File: src/rtl/analysis_pipe_stage.sv
// One valid-tagged pipeline register; data only moves when a valid item arrives.
module analysis_pipe_stage #(
  parameter int WIDTH = 8
) (
  input  logic             clk,
  input  logic             rst_n,
  input  logic             clear,
  input  logic             valid_i,
  input  logic [WIDTH-1:0] data_i,
  output logic             valid_o,
  output logic [WIDTH-1:0] data_o
);

  logic             valid_q;
  logic [WIDTH-1:0] data_q;

  always_ff @(posedge clk or negedge rst_n) begin
    if (!rst_n) begin
      valid_q <= 1'b0;
      data_q  <= '0;
    end else begin
      valid_q <= valid_i && !clear;
      if (valid_i && !clear) begin
        data_q <= data_i;
      end
    end
  end

  assign valid_o = valid_q;
  assign data_o  = data_q;

endmodule

File: config.mk
export PLATFORM = sky130hd
export DESIGN_NAME = analysis_pipe_stage
export DESIGN_NICKNAME = d
export VERILOG_FILES = /design/src/rtl/analysis_pipe_stage.sv
export SDC_FILE = /design/constraint.sdc
export NUM_CORES = 1
export LEC_CHECK = 0
export BUFFER_PORTS_ARGS = -buffer_cell sky130_fd_sc_hd__clkbuf_2
export CAP_MARGIN = 20
export CORE_AREA = 2 2 39 41
export DETAILED_ROUTE_END_ITERATION = 8
export DIE_AREA = 0 0 41 43
export GPL_ROUTABILITY_DRIVEN = 0
export SLEW_MARGIN = 0
export SYNTH_ARGS = -nofsm -noshare
export SYNTH_HDL_FRONTEND = slang
export SYNTH_SLANG_ARGS = --single-unit
File: constraint.sdc
create_clock -name clk -period 0.83 [get_ports clk]
set_input_delay 0.2075 -clock clk [delete_from_list [all_inputs] [get_ports clk]]
set_output_delay 0.2075 -clock clk [all_outputs]
set_load 0.02 [all_outputs]
After elaboration in Yosys (flattened, before gate mapping)
Index checks and enable logic that the tools add are counted.
Widths: inputs -> output; s select.
- output and inout port bits: 9
- register bits: 9
- bits of input ports: 12
- word-level logic and storage cells: 4
- reduce and logical (&&, ||, !) cells: 2
- operators with widths (cell ; count):
    $logic_and 1x1->1 ; 1
    $logic_not 1->1 ; 1

Logic depth before layout (Yosys ltp)
- depth after elaboration: 2
- gate-level depth with buffers: 3
- gate-level depth less buffers: 2

Least setup slack after synthesis
OpenSTA, ideal clock, no wires.
- path kind: input port to flip-flop
- start: input valid_i
- end: register data_q[0] (netlist: data_o[0])
- arrival time: 0.761 ns
- library setup time: 0.125 ns
- data required time: 0.705 ns
- cell stages on the path: 3
- slack: -0.056 ns
- path buffers: 1
- path through: nor2b_4 -> buf_12 -> mux2_4
- longest elaborated chain between the ends: 1
- ends and longest elaborated chain (what ; RTL line ; source):
    from (decl) ; 8 ; input logic valid_i,
    $logic_and 1x1->1 ; 23 ; if (valid_i && !clear) begin
    to (signal assigned) ; 24 ; data_q <= data_i;
    to (decl) ; 15 ; logic [WIDTH-1:0] data_q;
Every way passes these cells.
A chain may end at the register's enable or synchronous reset.

Worst setup path after layout
- start: register data_q[0] (netlist: data_o[0])
- end: output data_o[0]
- RTL lines (what ; RTL line ; source):
    to (decl) ; 11 ; output logic [WIDTH-1:0] data_o
No word-level cell between the ends.

==> results by group <==
Floorplanning
  – Die ar.: 0.00176 mm^2
  – Die W: 41 um
  – Row Count: 14
  – Core ar.: 0.00138 mm^2
  – Initial core utilization: 27.4%
  – Die H: 43 um
  – I/O pins: 21

Critical path
  – Critical Path Start Type: flip-flop
  – Reg-to-reg slack, setup: -0.16 ns
  – Setup CP Type: reg -> out
  – Crit. path cell count: 1
  – Crit path max-delay family: flip-flops
  – Slowest Stage Delay on Critical Path: 0.39 ns
  – CP max stage cell: dfrtp_1
  – Critical path peak fanout: 2
  – WP data required: 0.62 ns
  – Reg2reg end: data_o[0]
  – CP Cell Sequence: clkbuf_8
  – Reg2Reg Depth: 3
  – Crit. End Element: primary output
  – CP Buf/Inv Count: 1
  – CP arrival: 0.79 ns
  – Worst reg2reg path startpoint: data_o[0]
  – CP Capture Point: data_o[0]
  – Crit. Startpoint: data_o[0]

Clock tree
  – Clock transition at path regs: 0.06 ns
  – CTS tree: done
  – Clock sink count: 9
  – H-tree levels: 1
  – CTS buffer count: 3
  – Root Buffer: clkbuf_4
  – CTS Buffer Depth: 2
  – Clk_lat worst skew: 0.25 ns

Route
  – Via-to-Cell Ratio: 3.94
  – WL/cell: 10.7 um
  – Final ANT Viol Nets: 0
  – Final WL: 718 um
  – DR pass1 iterations: 1
  – Initial DRC Count: 0
  – DRC viols: 0
  – Vias post-DR: 264

Timing
  – Worst Tran Pin Value: 0.228 ns
  – Skew final: 0 ns
  – Fin Setup TNS: -1.82 ns
  – Final WS setup: -0.172 ns
  – Hold_ws: 0.186 ns
  – Worst rel slew slack: 84.8%
  – RSZ-0062 raised after global routing: yes
  – Fin crit share: 121%
  – Final min period: 1.00 ns
  – F_max: 998 MHz
  – Hold Fails Final Rpt: 0
  – Final setup viols: 15
  – Slew Limit Fails: 0

Synth
  – Seq/Total Area, Yosys: 59.4%
  – Area leader, netlist: dfrtp_1
  – Post-Syn Area: 379 um^2
  – Synth warn: 0
  – Synth top area cells: dfrtp_1, mux2_4, buf_12
  – Syn Area/Cell: 20.0 um^2
  – Synth top area share: 59.4%
  – Synth unique cells: 4
  – Syn Nets: 31
  – #FFs+latches synth: 9
  – Cells after Synth: 19

Global route
  – GR Util All Layers: 9.84%
  – Vias in the first global route: 248
  – Global route overflow: 0
  – Global-route wire length before repair: 1070 um
  – Initial antenna violation count: 0
  – Largest net degree at the start of global routing: 10

Finish
  – Area growth syn-to-layout: 72.3%
  – Share of layout cells above drive strength 1: 78.4%
  – Final core area utilization: 47.2%
  – Fin nets: 64
  – Antenna cell count: 0
  – Non-filler cells, final: 67

Power
  – VDD IR max: 0.889 mV
  – Static Leak: 0.340 nW
  – Power Density: 2010 mW/mm^2
  – Pwr Total: 1.31 mW

Placement
  – Placed cells: 55
  – Input/output buffers: 20
  – Post-DP HPWL: 494 um

Status
  – Status: finished, violations left
  – Failing checks: negative setup slack

Hold path
  – Hold Crit Class: in -> reg

Run
  – MaxCap Viol Count: 0
## what timing repair did
action,4_1_cts,5_1_grt
resized for setup,6,18
hold buffers,1,0
setup endpoints to repair,9,12
pin swaps,0,0
hold endpoints to repair,9,0
setup buffers,3,4
gates cloned,0,0
## worst register-to-register path, delay by kind of cell (launching register included)
kind | cells | cell delay, ns
multiplexers | 1 | 0.25
buffers and inverters | 2 | 0.24
flip-flops | 1 | 0.39
## cell usage after synthesis
| cell | instances |
|---|---|
| buf_12 | 1 |
| dfrtp_1 | 9 |
| nor2b_4 | 1 |
| mux2_4 | 8 |
## metal layers
metal / track usage, % / part of all wire, % / up-vias
met5: 0 / 0 / -
met3: 4.71 / 3.3 / 0
met2: 12.5 / 58 / 6
met1: 11.0 / 39 / 129
met4: 10.0 / 0 / 0
li1: - / - / 129
## metrics by stage
stage | setup WS, ns | area [um^2]
3_5_place_dp | -0.174 | 499
5_1_grt | -0.218 | 653
6_report | -0.172 | 653
2_1_floorplan | -0.0557 | 379
3_3_place_gp | -0.164 | 499
4_1_cts | -0.182 | 584
## sequential cells by signal, summed over array words and instances, names as in the netlist
signal and cells:
valid_o 1, data_o 8
## placed cells by master, fill, tap and decap left out
cell,synthesis,final
buf_4,0,5
buf_6,0,7
clkbuf_2,0,11
clkbuf_8,0,3
clkbuf_1,0,1
buf_2,0,1
buf_12,1,1
clkbuf_4,0,3
dfrtp_1,9,9
mux2_4,8,8
nor2b_4,1,1
dlygate4sd3_1,0,1
## worst min-delay path by stage
stage / from / depth (start not counted) / slack [ns] / to
floorplan: rst_n / 0 / -0.09 / data_o[0]
global route: data_i[3] / 2 / 0.16 / data_o[3]
CTS: data_i[6] / 2 / 0.18 / data_o[6]
global placement: rst_n / 1 / 0.08 / data_o[2]
detailed placement: rst_n / 1 / 0.07 / data_o[6]
finish: data_i[1] / 2 / 0.19 / data_o[1]
## final cells by class
cell class              instances  area, um^2
fillers                       129         731
repair buffers                 29         248
flip-flops and latches          9         225
multi-input cells               9         134
clock buffers                   4        26.3
well taps                      16        20.0
## kinds of logic after synthesis
kind of cell  synth area share, %
mux                          31.7
flops                        59.4
buf+inv                      5.28
simple gates                 3.63
## power by group
part | switching (mW) | internal [mW] | total (mW) | leakage, nW
Sequential | 0.0411 | 0.500 | 0.541 | 0.107
Combinational | 0.161 | 0.291 | 0.452 | 0.218
Clock | 0.137 | 0.184 | 0.321 | 0.0150
Total | 0.339 | 0.975 | 1.31 | 0.340
Power figures use the tool's default switching activity.
